### src/rtl/genius_led_if.sv
// Game-side bus of the GENIUS LED player: start/length request, sequence memory read,
// colour LEDs, status and player key pulses. Names are from the player's point of view.
interface genius_led_if;
  logic       i_start;
  logic [5:0] i_len;
  logic [4:0] o_seq_addr;
  logic [1:0] i_seq_data;
  logic       o_led0, o_led1, o_led2, o_led3;
  logic       o_busy;
  logic       o_done;
  logic       i_btn0, i_btn1, i_btn2, i_btn3;

  modport master (
    output i_start, i_len, i_seq_data, i_btn0, i_btn1, i_btn2, i_btn3,
    input  o_seq_addr, o_led0, o_led1, o_led2, o_led3, o_busy, o_done
  );
  modport slave (
    input  i_start, i_len, i_seq_data, i_btn0, i_btn1, i_btn2, i_btn3,
    output o_seq_addr, o_led0, o_led1, o_led2, o_led3, o_busy, o_done
  );
endinterface

### src/rtl/genius_led_player.sv
// Replays the stored colour sequence on four LEDs with fixed on/off timing.
// Optional GENIUS_LED_ECHO_EN: in IDLE a player key pulse lights its LED for ON_CYCLES.
module genius_led_player #(
  parameter int MAX_LEN    = 32,
  parameter int ON_CYCLES  = 25000000,
  parameter int OFF_CYCLES = 12500000,
  parameter int CNT_W      = 25
) (
  input  logic         i_clk,
  input  logic         i_rst,
  genius_led_if.slave  bus
);
  typedef enum logic [2:0] {S_IDLE, S_FETCH, S_ON, S_OFF, S_FIN, S_ECHO} state_t;

  localparam logic [6:0]       LEN_MAX = 7'(MAX_LEN);
  localparam logic [CNT_W-1:0] ON_LD   = CNT_W'(ON_CYCLES - 1);
  localparam logic [CNT_W-1:0] OFF_LD  = CNT_W'(OFF_CYCLES - 1);

  state_t           r_state, w_state_nxt;
  logic [5:0]       r_len, w_len_nxt;
  logic [4:0]       r_idx, w_idx_nxt;
  logic [1:0]       r_colour, w_colour_nxt;
  logic [CNT_W-1:0] r_timer, w_timer_nxt;
  logic [3:0]       r_led, w_led_nxt;
  logic             r_busy, w_busy_nxt;
  logic             r_done, w_done_nxt;

  logic [5:0] w_len_clamped;
  logic       w_last;
  logic [3:0] w_btn;
  logic       w_btn_any;
  logic [1:0] w_btn_sel;

  assign w_len_clamped = ({1'b0, bus.i_len} > LEN_MAX) ? LEN_MAX[5:0] : bus.i_len;
  assign w_last        = ({1'b0, r_idx} == (r_len - 6'd1));
  assign w_btn         = ~{bus.i_btn3, bus.i_btn2, bus.i_btn1, bus.i_btn0};
  assign w_btn_any     = |w_btn;

  // Simultaneous key pulses: the lowest index wins.
  always_comb begin
    w_btn_sel = 2'd0;
    if      (w_btn[0]) w_btn_sel = 2'd0;
    else if (w_btn[1]) w_btn_sel = 2'd1;
    else if (w_btn[2]) w_btn_sel = 2'd2;
    else if (w_btn[3]) w_btn_sel = 2'd3;
  end

  always_comb begin
    w_state_nxt  = r_state;
    w_len_nxt    = r_len;
    w_idx_nxt    = r_idx;
    w_colour_nxt = r_colour;
    w_timer_nxt  = r_timer;
    case (r_state)
      S_IDLE, S_ECHO: begin
        if (bus.i_start) begin
          if (bus.i_len != 6'd0) begin
            w_state_nxt = S_FETCH;
            w_len_nxt   = w_len_clamped;
            w_idx_nxt   = 5'd0;
          end else begin
            w_state_nxt = S_FIN;
          end
`ifdef GENIUS_LED_ECHO_EN
        end else if (w_btn_any) begin
          w_state_nxt  = S_ECHO;
          w_colour_nxt = w_btn_sel;
          w_timer_nxt  = ON_LD;
        end else if (r_state == S_ECHO) begin
          if (r_timer == '0) w_state_nxt = S_IDLE;
          else               w_timer_nxt = r_timer - 1'b1;
`endif
        end
      end
      S_FETCH: begin
        w_colour_nxt = bus.i_seq_data;
        w_timer_nxt  = ON_LD;
        w_state_nxt  = S_ON;
      end
      S_ON: begin
        if (r_timer == '0) begin
          w_timer_nxt = OFF_LD;
          w_state_nxt = S_OFF;
        end else begin
          w_timer_nxt = r_timer - 1'b1;
        end
      end
      S_OFF: begin
        if (r_timer == '0) begin
          if (w_last) begin
            w_state_nxt = S_FIN;
          end else begin
            w_idx_nxt   = r_idx + 5'd1;
            w_state_nxt = S_FETCH;
          end
        end else begin
          w_timer_nxt = r_timer - 1'b1;
        end
      end
      S_FIN:   w_state_nxt = S_IDLE;
      default: w_state_nxt = S_IDLE;
    endcase
  end

  // Outputs are registered from the next state so they line up with it.
  always_comb begin
    w_led_nxt  = 4'd0;
    w_busy_nxt = (w_state_nxt == S_FETCH) || (w_state_nxt == S_ON) || (w_state_nxt == S_OFF);
    w_done_nxt = (w_state_nxt == S_FIN);
    if ((w_state_nxt == S_ON) || (w_state_nxt == S_ECHO))
      w_led_nxt = 4'd1 << w_colour_nxt;
  end

  always_ff @(posedge i_clk) begin
    if (i_rst) begin
      r_state  <= S_IDLE;
      r_len    <= 6'd0;
      r_idx    <= 5'd0;
      r_colour <= 2'd0;
      r_timer  <= '0;
      r_led    <= 4'd0;
      r_busy   <= 1'b0;
      r_done   <= 1'b0;
    end else begin
      r_state  <= w_state_nxt;
      r_len    <= w_len_nxt;
      r_idx    <= w_idx_nxt;
      r_colour <= w_colour_nxt;
      r_timer  <= w_timer_nxt;
      r_led    <= w_led_nxt;
      r_busy   <= w_busy_nxt;
      r_done   <= w_done_nxt;
    end
  end

  assign bus.o_seq_addr = r_idx;
  assign bus.o_led0     = r_led[0];
  assign bus.o_led1     = r_led[1];
  assign bus.o_led2     = r_led[2];
  assign bus.o_led3     = r_led[3];
  assign bus.o_busy     = r_busy;
  assign bus.o_done     = r_done;
endmodule

### src/flat_wrapper.sv
// flat-port wrapper written by rule: the top's interface ports become plain ports
module genius_led_player_flat 
#(
  parameter int MAX_LEN    = 32,
  parameter int ON_CYCLES  = 25000000,
  parameter int OFF_CYCLES = 12500000,
  parameter int CNT_W      = 25
)
  (i_clk, i_rst, bus_i_start, bus_i_len, bus_i_seq_data, bus_i_btn0, bus_i_btn1, bus_i_btn2, bus_i_btn3, bus_o_seq_addr, bus_o_led0, bus_o_led1, bus_o_led2, bus_o_led3, bus_o_busy, bus_o_done);
  genius_led_if bus_i ();
  input  logic i_clk;
  input  logic i_rst;
  input wire logic [$bits(bus_i.i_start)-1:0] bus_i_start;
  input wire logic [$bits(bus_i.i_len)-1:0] bus_i_len;
  input wire logic [$bits(bus_i.i_seq_data)-1:0] bus_i_seq_data;
  input wire logic [$bits(bus_i.i_btn0)-1:0] bus_i_btn0;
  input wire logic [$bits(bus_i.i_btn1)-1:0] bus_i_btn1;
  input wire logic [$bits(bus_i.i_btn2)-1:0] bus_i_btn2;
  input wire logic [$bits(bus_i.i_btn3)-1:0] bus_i_btn3;
  output wire logic [$bits(bus_i.o_seq_addr)-1:0] bus_o_seq_addr;
  output wire logic [$bits(bus_i.o_led0)-1:0] bus_o_led0;
  output wire logic [$bits(bus_i.o_led1)-1:0] bus_o_led1;
  output wire logic [$bits(bus_i.o_led2)-1:0] bus_o_led2;
  output wire logic [$bits(bus_i.o_led3)-1:0] bus_o_led3;
  output wire logic [$bits(bus_i.o_busy)-1:0] bus_o_busy;
  output wire logic [$bits(bus_i.o_done)-1:0] bus_o_done;
  assign bus_i.i_start = bus_i_start;
  assign bus_i.i_len = bus_i_len;
  assign bus_i.i_seq_data = bus_i_seq_data;
  assign bus_i.i_btn0 = bus_i_btn0;
  assign bus_i.i_btn1 = bus_i_btn1;
  assign bus_i.i_btn2 = bus_i_btn2;
  assign bus_i.i_btn3 = bus_i_btn3;
  assign bus_o_seq_addr = bus_i.o_seq_addr;
  assign bus_o_led0 = bus_i.o_led0;
  assign bus_o_led1 = bus_i.o_led1;
  assign bus_o_led2 = bus_i.o_led2;
  assign bus_o_led3 = bus_i.o_led3;
  assign bus_o_busy = bus_i.o_busy;
  assign bus_o_done = bus_i.o_done;
  genius_led_player #(.MAX_LEN(MAX_LEN), .ON_CYCLES(ON_CYCLES), .OFF_CYCLES(OFF_CYCLES), .CNT_W(CNT_W)) u_core (.i_clk(i_clk), .i_rst(i_rst), .bus(bus_i));
endmodule
### config.mk
export PLATFORM = sky130hd
export DESIGN_NAME = genius_led_player_flat
export DESIGN_NICKNAME = d
export VERILOG_FILES = /design/src/rtl/genius_led_if.sv /design/src/rtl/genius_led_player.sv /design/src/flat_wrapper.sv
export SDC_FILE = /design/constraint.sdc
export NUM_CORES = 1
export LEC_CHECK = 0
export BUFFER_PORTS_ARGS = -buffer_cell sky130_fd_sc_hd__buf_4
export CORE_MARGIN = 8
export CORE_UTILIZATION = 55
export CTS_CLUSTER_SIZE = 20
export DETAILED_ROUTE_END_ITERATION = 10
export MAX_ROUTING_LAYER = met4
export PLACE_DENSITY = 0.87
export SETUP_SLACK_MARGIN = 0.02
export SLEW_MARGIN = 5
export SYNTH_ARGS = -nofsm -noshare
export SYNTH_HDL_FRONTEND = slang
export SYNTH_SLANG_ARGS = --single-unit
### constraint.sdc
create_clock -name i_clk -period 3.1 [get_ports i_clk]
set_clock_uncertainty 0.2 [all_clocks]
set_input_delay 0.62 -clock i_clk [delete_from_list [all_inputs] [get_ports i_clk]]
set_output_delay 0.62 -clock i_clk [all_outputs]
set_load 0.005 [all_outputs]
Yosys cells after proc, flatten, opt, wreduce, memory -nomap -nowiden
Index checks and enable logic that the tools add are counted.
Cells by class
  add/subtract/negate cells: 3
  magnitude comparators: 1
  eq/ne operators: 15
  shift operators: 1
  muxes and demuxes: 16
  bitwise logic cells: 1
  reduce and logical (&&, ||, !) cells: 13
Operators with widths (number)
  25-bit case mux with 3 select lines: 1
  25-bit two-way mux: 2
  25-bit logical NOT: 1
  25-bit by 1-bit subtractor with 25-bit output, second input constant: 1
  5-bit two-way mux: 4
  3-bit two-way mux: 5
  3-bit by 2-bit equality test with 1-bit output, second input constant: 4
  3-bit case mux with 4 select lines: 1
  5-bit case mux with 2 select lines: 1
  3-bit equality test, second input constant: 3
  3-bit by 1-bit equality test with 1-bit output, second input constant: 2
  5-bit by 6-bit equality test with 1-bit output: 1
  6-bit greater-than comparator, second input constant: 1
  6-bit two-way mux: 1
  2-bit inequality test, second input constant: 3
  6-bit nonzero test: 1
  6-bit by 1-bit subtractor with 6-bit output, second input constant: 1
  5-bit by 1-bit adder with 5-bit output, second input constant: 1
  5-bit AND reduction: 1
  2-bit by 1-bit inequality test with 1-bit output, second input constant: 2
  2-bit OR reduction: 2
  1-bit by 2-bit left shift with 4-bit output, first input constant: 1
  3-bit logical NOT: 1
  1-bit logical OR: 3
  other kinds (6): 6
Word-level totals
  register bits after elaboration: 47
  output and inout port bits: 11
  word-level logic and storage cells: 58

Longest topological paths before layout
Gate-level depths: netlist of the first run.
  depth after elaboration: 9
  mapped depth: 9
  gate-level depth less buffers: 8

Worst setup path after synthesis of the first run
No wires, ideal clock.
  path type: register to register
  from: register u_core.r_timer[18]
  to: register u_core.r_idx[4] (netlist: u_core.bus.o_seq_addr[4])
  setup time: 0.119 ns
  data arrival time: 2.178 ns
  path slack: 0.603 ns
  cell stages (with the launch flop): 7
  clock period less this slack: 2.497 ns
  cells stage by stage: dfxtp_1 > or4_4 > nor4_4 > or4b_4 > a211oi_4 > nand4_1 > mux2i_1
Between the ends
  cells in the longest elaborated chain, start to end: 3
Ends and longest elaborated chain
  start: declaration: line genius_led_player.sv:23  | logic [CNT_W-1:0] r_timer, w_timer_nxt;
  start signal: assignment: line genius_led_player.sv:129  | r_timer <= w_timer_nxt;
  25-bit logical NOT: line genius_led_player.sv:89  | if (r_timer == '0) begin
  2-bit by 1-bit inequality test with 1-bit output (no source line)
  5-bit AND reduction (no source line)
  end signal: assignment: line genius_led_player.sv:127  | r_idx <= w_idx_nxt;
  end: declaration: line genius_led_player.sv:21  | logic [4:0] r_idx, w_idx_nxt;
No other way between the ends.
A chain may end at the register's enable or synchronous reset.

Worst setup path after layout of the first run
  from: register u_core.r_timer[0]
  to: register u_core.r_idx[4] (netlist: u_core.bus.o_seq_addr[4])
Same word-level chain as after synthesis.

==> reports/metrics.yaml, run 1 <==
status: "completed"
start_util: 0.5674
cts_tree: "yes"
synth_top_area_share: 0.3835
die_height_um: 82.79
syn_to_final_growth_pct: 12.14
syn_inst: 296
r2r-end: "u_core.bus.o_seq_addr[4]"
num_rows: 24
groute.usage.overall: 0.1812
r2r_slack_ns: 0.27
grt_pass1_vias: 2130
power.density_mw_per_mm2: 579.3
worstPathMaxFanout: 8
placed_cells: 363
io_buffers: 21
setup.worst_path.end: "u_core.bus.o_seq_addr[4]"
antenna_found_initial: 0
grt_max_degree: 36
cp-end-kind: "flop"
setup.worst_path.start: "u_core.r_timer[0]"
maxSlewHeadroom: 0.4933
nFillCells: 389
final_common_cell: "dfxtp_1"
fmaxAchievable_ghz: 0.3533
tightest_slew_ns: 0.7573
min_path_type: "reg2reg"
max_cap_violations: 0
required_ns: 3.10
finalNonFillerCells: 370
critPathKind: "reg2reg"
p_leak_nw: 1.054
yosysSeqAreaShare: 0.3835
io_pins: 26
hold_buffers: 0
route.met3.wl_um: 224
synth_area_leaders: "dfxtp_1, xnor2_1, a21oi_1"
drt-initial-drc-count: 221
reg2reg_from: "u_core.r_timer[0]"
gr-total-overflow: 0
ctsResizeCount: 0
hold_violations: 0
drt-wirelength-per-cell_um: 15.29
cts_made_buffers: 5
critPathLaunchType: "flop"
wl_um: 5659
final_util: 0.6363
fp.coreArea_mm2: 0.004324
synth_ff_type: "dfxtp_1"
clkSlewWorstSetupHoldPaths_ns: 0.09
dr.pass1.iters: 4
arrival_ns: 2.83
rr_worst_depth: 8
period_minus_slack_ns: 2.831
design.die.area_mm2: 0.006854
drv_slew: 0
top_layer: "met4"
via_per_inst: 6.092
layout_common_cells: "dfxtp_1, nor2_1, nand2_1"
grt_setup_unrepaired: "false"
fp.dieW_um: 82.79
cts_setup_buffers: 0
clock_latency_ns: 0.31
drc: 0
power.total_w: 0.001594
ctsLongestPathBuffers: 2
layout-drive-gt1-share: 0.1352
setup_violations: 0
wl_met1_um: 2562
setup_tns_ns: 0
finalCritPeriodShare: 0.9131
max-vdd-ir-drop_mv: 0.3546
netlist-cell-type-count: 51
async_flop_share: 0
clkSinkCount: 47
synth_area_leader_cell: "dfxtp_1"
place_congestion: 0.9132
cts.htree.levels: 2
layout.nets: 336
synthesis.area_mm2: 0.002454
ys_ff_latch: 47
hpwl_um: 4260
syn_nets: 314
synth_warnings: 0
final_antenna_net_count: 0
synth_edf_count: 0
syn_area_per_cell_um2: 8.289
grt_pass1_wl_um: 9570
cts_root_buffer: "clkbuf_8"
wl_met2_um: 2751
diodes: 0
vias: 2254
[critical path: stages (launching register included)]
cell and delay (ns):
dfxtp_1 0.35, inv_1 0.10, ha_1 0.18, nor4b_1 0.38
nand2_1 0.25, or4b_4 0.61, a211oi_4 0.34, nand4_1 0.18
mux2i_1 0.15
[through the flow]
step / worst slack, ns / instance area (µm²) / hold WS, ns
after floorplan: 0.6027 / 2454 / 0.2507
after global placement: 0.3832 / 2669 / 0.2805
after detailed placement: 0.3088 / 2669 / 0.2926
after CTS: 0.2826 / 2751 / 0.3037
after global routing: 0.09339 / 2751 / 0.3236
final: 0.2695 / 2751 / 0.3020
[power breakdown]
part	switching, W	internal (W)	total (W)
sequential	0.0000758	0.000668	0.000744
clock	0.000200	0.000154	0.000355
combinational	0.000281	0.000215	0.000496
total	0.000557	0.00104	0.00159
[cell type report]
class | count | area [µm²] | area share
Clock buffer | 5 | 68.82 | 0.02501
Multi-Input combinational cell | 227 | 1430 | 0.5198
Timing Repair Buffer | 25 | 187.7 | 0.06821
Tap cell | 52 | 65.06 | 0.02365
Sequential cell | 47 | 940.9 | 0.3420
Clock inverter | 2 | 13.76 | 0.005002
Inverter | 12 | 45.04 | 0.01637
[kinds of logic after synthesis]
group                      share of synthesized area
xor gates and xnor gates                     0.07139
AOI/OAI and AO/OA                             0.1759
adders and majority gates                    0.01530
DFF                                           0.3835
buffers and inverters                        0.03366
and+or+nand+nor                               0.2953
muxes                                        0.02499
[cells in the mapped netlist, drive strengths merged (4+ instances only)]
master,n
nor3,17
clkbuf,10
nor4,11
dfxtp,47
nand3b,4
a21oi,24
xnor2,18
or3,5
mux2i,5
nand2b,8
o21ai,6
inv,12
nand2,27
nand4,5
and3,5
or4,4
nand3,8
nor2,30
[layer usage]
layer	track usage	vias up
met5	-	-
met4	0.07241	0
met3	0.03556	15
met2	0.2960	42
met1	0.2134	1072
li1	-	1125
[worst min path at each step]
stage,depth (start not counted),from,end
5_1_grt,2,u_core.r_timer[24],u_core.r_timer[24]
3_3_place_gp,2,u_core.r_len[1],u_core.r_len[1]
3_5_place_dp,2,u_core.r_timer[24],u_core.r_timer[24]
6_report,2,u_core.r_len[1],u_core.r_len[1]
4_1_cts,2,u_core.r_len[1],u_core.r_len[1]
2_1_floorplan,2,u_core.r_timer[24],u_core.r_timer[24]
[registers in the layout, summed over array words and instances, names as in the netlist]
| signal | count |
|---|---|
| u_core.bus.o_busy | 1 |
| u_core.bus.o_done | 1 |
| u_core.bus.o_seq_addr | 5 |
| u_core.r_colour | 2 |
| u_core.r_led | 4 |
| u_core.r_len | 6 |
| u_core.r_state | 3 |
| u_core.r_timer | 25 |
Note: power is estimated with default switching activity, not from simulation.
==> run 2: changes to the inputs <==
- clock period: 3.1 -> 2.65 ns (I/O delays scaled with it)
==> run 2 against run 1 <==
Net effect:
- flip-flop and latch count unchanged
- largest cell class unchanged
- cell count rose by 4.3%
- sequential power rose by 17%
- sequential share of layout area shrank 2.2 points
- hold slack got worse by 0.016 ns
- cell area up 6.9%
- maximum frequency up 9.1%
- largest power group unchanged
- clock power is 55% higher
- combinational power grew 40%
==> reports/metrics.yaml, run 2 (synthesis results as in run 1) <==
status: "completed"
power.density_mw_per_mm2: 720.0  # +24%
wl_um: 6404  # +13%
layout-drive-gt1-share: 0.1976  # +0.06238
multiInputGateArea_mm2: 0.001471  # +2.9%
final_common_cell: "dfxtp_1"
layout_setup_ws_ns: 0.05565  # -0.2138 ns
max-vdd-ir-drop_mv: 0.3043  # -14%
io_pins: 26  # unchanged
seqCellArea_um2: 942.2  # +0.13%
layout.nets: 351  # +4.5%
period_minus_slack_ns: 2.594  # -0.2362 ns
drc: 0  # unchanged
start_util: 0.5674  # unchanged
cts_tree: "yes"
drt-wirelength-per-cell_um: 16.59  # +8.5%
vias: 2416  # +7.2%
dp_slack_ns: -0.01995  # -0.3288 ns
clkSlewWorstSetupHoldPaths_ns: 0.09  # about the same
grt_setup_unrepaired: "true"
layout_common_cells: "dfxtp_1, buf_4, nor2_1"
arrival_ns: 2.57  # -0.26 ns
tightest_slew_ns: 0.7178  # -0.03955 ns
cp-end-kind: "flop"
final_antenna_net_count: 0  # unchanged
antenna_found_initial: 0  # unchanged
hold_slack_ns: 0.2857  # -0.01633 ns
grt_pass1_vias: 2344  # +10%
syn_to_final_growth_pct: 19.89
nFillCells: 363  # -6.7%
hold_buffers: 0  # unchanged
maxSlewHeadroom: 0.5197  # +0.02647
clock_latency_ns: 0.31  # about the same
die_height_um: 82.79  # unchanged
worstPathMaxFanout: 6  # -2
finalCritPeriodShare: 0.9790  # +0.06592
largest_reg_flops: 25  # unchanged
clkSinkCount: 47  # unchanged
design.die.area_mm2: 0.006854  # unchanged
top_register: "u_core.r_timer"
fp.dieW_um: 82.79  # unchanged
hp-start: "bus_i_len[4]"
setup_violations: 0  # unchanged
fp.coreArea_mm2: 0.004324  # unchanged
critPathKind: "reg2reg"
power.total_w: 0.002118  # +33%
cts_root_buffer: "clkbuf_8"
groute.usage.overall: 0.2046  # +0.02344
critPathLaunchType: "flop"
dr.pass1.iters: 5  # +1
p_leak_nw: 1.157  # +9.8%
fmaxAchievable_ghz: 0.3855  # +9.1%
hold_violations: 0  # unchanged
io_buffers: 21  # unchanged
ctsLongestPathBuffers: 2  # unchanged
num_rows: 24  # unchanged
cts_made_buffers: 5  # unchanged
setup.worst_path.start: "u_core.r_timer[18]"
gr-total-overflow: 0  # unchanged
max_cap_violations: 0  # unchanged
finalNonFillerCells: 386  # +4.3%
drt-initial-drc-count: 227  # +2.7%
hpwl_um: 4479  # +5.1%
grt_max_degree: 36  # unchanged
placed_cells: 377  # +3.9%
cts.htree.levels: 2  # unchanged
min_path_type: "in2reg"
via_per_inst: 6.259  # +2.7%
required_ns: 2.63  # -0.47 ns
place_congestion: 0.8997  # -1.5%
reg2reg_from: "u_core.r_timer[18]"
setup_tns_ns: 0  # unchanged
drv_slew: 0  # unchanged
diodes: 0  # unchanged
grt_pass1_wl_um: 10720  # +12%
run 2: critical path, cell delays in order (launching register included):
cell     delay, ns
dfxtp_2       0.33
or4_4         0.56
nor4_4        0.22
or4b_4        0.54
buf_4         0.16
nor2b_2       0.18
or4b_2        0.22
a31oi_1       0.06
run 2: power breakdown:
group,leakage [nW],switching [W],internal (W)
Clock,0.0612,0.000246,0.000305
Combinational,0.712,0.000374,0.000320
Sequential,0.384,0.0000908,0.000782
Total,1.16,0.000710,0.00141
run 2: final timing paths:
path | to | slack, ns | cells after the start
setup / recovery | u_core.r_timer[10] | 0.06 | 7
hold reg to reg | u_core.r_len[1] | 0.30 | 2
setup reg to reg | u_core.r_timer[10] | 0.06 | 7
hold / removal | u_core.r_len[4] | 0.29 | 3
run 2: area by class of cell:
type	instances	area share
Clock buffer	6	0.02807
Sequential cell	47	0.3203
Tap cell	52	0.02212
Clock inverter	2	0.01191
Inverter	12	0.01531
Multi-Input combinational cell	227	0.5002
Timing Repair Buffer	40	0.1021
run 2: repair_timing:
action,4_1_cts,5_1_grt
gates resized for setup,3,6
endpoints found under the setup margin,13,15
buffers inserted,1,0
pin swaps,2,2
run 2: per-stage QoR:
step | instance area, µm² | util
final | 2942 | 0.6803
after global routing | 2942 | 0.6803
after CTS | 2917 | 0.6745
after detailed placement | 2774 | 0.6415
after global placement | 2774 | 0.6415
after floorplan | 2454 | -
run 2: routing by layer:
metal  up-vias  wire (µm)  GRT usage  part of all wire
met3        21        313    0.03879             0.049
met2        87       3342     0.3535              0.52
li1       1152          -          -                 -
met1      1156       2597     0.2187              0.41
met5         -          0          -                 0
met4         0        150     0.1017             0.023
==> run 3: changes to the inputs <==
- BUFFER_PORTS_ARGS: -buffer_cell sky130_fd_sc_hd__buf_4 -> not set
- DONT_BUFFER_PORTS: not set -> 1
- PLACE_DENSITY: 0.87 -> 0.82
==> run 3 against run 2 <==
Net effect:
- die area did not move
- via count shrank 8.5%
- clock power down 2%
- worst setup slack improved by 0.079 ns
- sequential power is essentially flat
- first-iteration DRC count shrank 46%
- power decreased by 2.8%
- hold slack lost 0.20 ns
- critical path depth is 1 higher
- critical path type unchanged
==> reports/metrics.yaml, run 3 (synthesis results as in run 1) <==
status: "completed"
power.total_w: 0.002058  # -2.8%
drt-wirelength-per-cell_um: 16.06  # -3.2%
grt_busiest_layer: "met2"
layout_setup_ws_ns: 0.1351  # +0.07942 ns
cp_cell_sequence: "inv_1 > ha_1 > nor4b_4 > nand2_2 > or4b_4 > nor2b_1 > or4b_2 > a31oi_1"
seqCellArea_um2: 942.2  # unchanged
drc: 0  # unchanged
grt_pass1_wl_um: 9742  # -9.1%
num_rows: 24  # unchanged
via_per_inst: 6.074  # -3.0%
clock_latency_ns: 0.31  # about the same
required_ns: 2.69  # +0.06 ns
r2r_slack_ns: 0.14  # +0.08 ns
drt-initial-drc-count: 123  # -46%
cp_slowest_stage_delay_ns: 0.63  # +0.07 ns
min_path_type: "in2reg"
hp-start: "i_rst"
cts.htree.levels: 2  # unchanged
multiInputGateArea_mm2: 0.001460  # -0.77%
setup_violations: 0  # unchanged
place_congestion: 0.9155  # +1.8%
placed_area_mm2: 0.002609  # -6.0%
layout_common_cells: "dfxtp_1, nor2_1, nand2_1"
start_util: 0.5674  # unchanged
r2r-end: "u_core.r_timer[10]"
hold_end: "u_core.r_colour[0]"
nFillCells: 384  # +5.8%
fp.coreArea_mm2: 0.004324  # unchanged
finalCritPeriodShare: 0.9490  # -0.02997
gr-total-overflow: 0  # unchanged
critPathLaunchType: "flop"
fin_area_mm2: 0.002764  # -6.0%
hold_buffers: 0  # unchanged
period_minus_slack_ns: 2.515  # -0.07942 ns
max_cap_violations: 0  # unchanged
ctsLongestPathBuffers: 2  # unchanged
drv_slew: 0  # unchanged
cts_root_buffer: "clkbuf_8"
fmaxAchievable_ghz: 0.3976  # +3.2%
syn_to_final_growth_pct: 12.65
die_height_um: 82.79  # unchanged
cp-end-kind: "flop"
clkSlewWorstSetupHoldPaths_ns: 0.09  # about the same
groute.usage.overall: 0.1868  # -0.01788
diodes: 0  # unchanged
final_antenna_net_count: 0  # unchanged
crit_family: "simple AND/OR/NAND/NOR gates"
vias: 2211  # -8.5%
layout-drive-gt1-share: 0.1346  # -0.06299
clkSinkCount: 47  # unchanged
antenna_found_initial: 0  # unchanged
final_common_cell: "dfxtp_1"
dr.pass1.iters: 4  # -1
wl_um: 5845  # -8.7%
p_leak_nw: 1.042  # -10%
tightest_slew_ns: 0.7548  # +0.03704 ns
use_met3: 0.04418  # +0.005388
dp_slack_ns: 0.01061  # +0.03056 ns
design.die.area_mm2: 0.006854  # unchanged
slowest_stage: "or4b_2"
use_met2: 0.3015  # -0.05206
hpwl_um: 4294  # -4.1%
max-vdd-ir-drop_mv: 0.3683  # +21%
finalNonFillerCells: 364  # -5.7%
io_pins: 26  # unchanged
io_buffers: 0  # -100%
placed_cells: 355  # -5.8%
grt_max_degree: 36  # unchanged
cts_tree: "yes"
grt_pass1_vias: 2125  # -9.3%
cp_num_buf_inv: 1  # unchanged
fp.dieW_um: 82.79  # unchanged
top_register: "u_core.r_timer"
layout.nets: 329  # -6.3%
power.density_mw_per_mm2: 744.7  # +3.4%
arrival_ns: 2.55  # -0.02 ns
rr_worst_depth: 8  # +1
largest_reg_flops: 25  # unchanged
hold_violations: 0  # unchanged
cts_made_buffers: 5  # unchanged
grt_setup_unrepaired: "true"
maxSlewHeadroom: 0.4949  # -0.02478
met1_usage: 0.2199  # +0.001215
final_util: 0.6392  # -0.04109
critPathKind: "reg2reg"
worstPathMaxFanout: 6  # unchanged
reg2reg_from: "u_core.r_timer[1]"
min_path_cells: 1  # -2
==> run 3: cell count changes in the layout (fill, tap and decap cells not counted), sizes merged <==
cell    change
clkbuf      -1
inv         +1
buf        -22
==> run 3: worst register-to-register path, stage by stage, from the launching register on <==
cell     delay (ns)
dfxtp_1        0.40
inv_1          0.08
ha_1           0.19
nor4b_4        0.14
nand2_2        0.10
or4b_4         0.16
nor2b_1        0.38
or4b_2         0.63
a31oi_1        0.17
==> run 3: final cells by class <==
type | count | area share
Tap cell | 52 | 0.02354
Clock inverter | 3 | 0.01720
Clock buffer | 5 | 0.02490
Multi-Input combinational cell | 227 | 0.5283
Timing Repair Buffer | 18 | 0.04889
Inverter | 12 | 0.01630
Sequential cell | 47 | 0.3409
==> run 3: timing repair <==
item                                    CTS  global route
resized for setup                         1             6
pin swaps                                 0             3
endpoints found under the setup margin    2             6
setup buffers                             0             1
==> run 3: per-layer routing <==
metal	wire length, µm	part of all wire
met5	0	0
met4	91	0.016
met3	263	0.045
met2	2907	0.50
met1	2583	0.44
==> run 3: how the worst max path moves through the flow <==
stage | cells past startpoint | startpoint | end | slack [ns]
final | 8 | u_core.r_timer[1] | u_core.r_timer[10] | 0.14
after global routing | 9 | u_core.r_len[0] | u_core.bus.o_done | -0.03
after CTS | 6 | u_core.r_timer[18] | u_core.bus.o_seq_addr[4] | 0.08
after detailed placement | 8 | u_core.r_timer[1] | u_core.bus.o_seq_addr[4] | 0.01
after global placement | 8 | u_core.r_timer[0] | u_core.bus.o_seq_addr[4] | 0.06
after floorplan | 6 | u_core.r_timer[18] | u_core.bus.o_seq_addr[4] | 0.15
==> run 3: report_power, final <==
group / switching, W / internal (W)
clock: 0.000254 / 0.000286
combinational: 0.000343 / 0.000304
sequential: 0.0000897 / 0.000782
==> run 3: through the flow <==
step | hold slack, ns | TNS (ns)
4_1_cts | 0.07451 | 0
3_3_place_gp | 0.2612 | 0
3_5_place_dp | 0.2844 | 0
6_report | 0.08292 | 0
2_1_floorplan | 0.2507 | 0
5_1_grt | 0.06430 | -0.02723
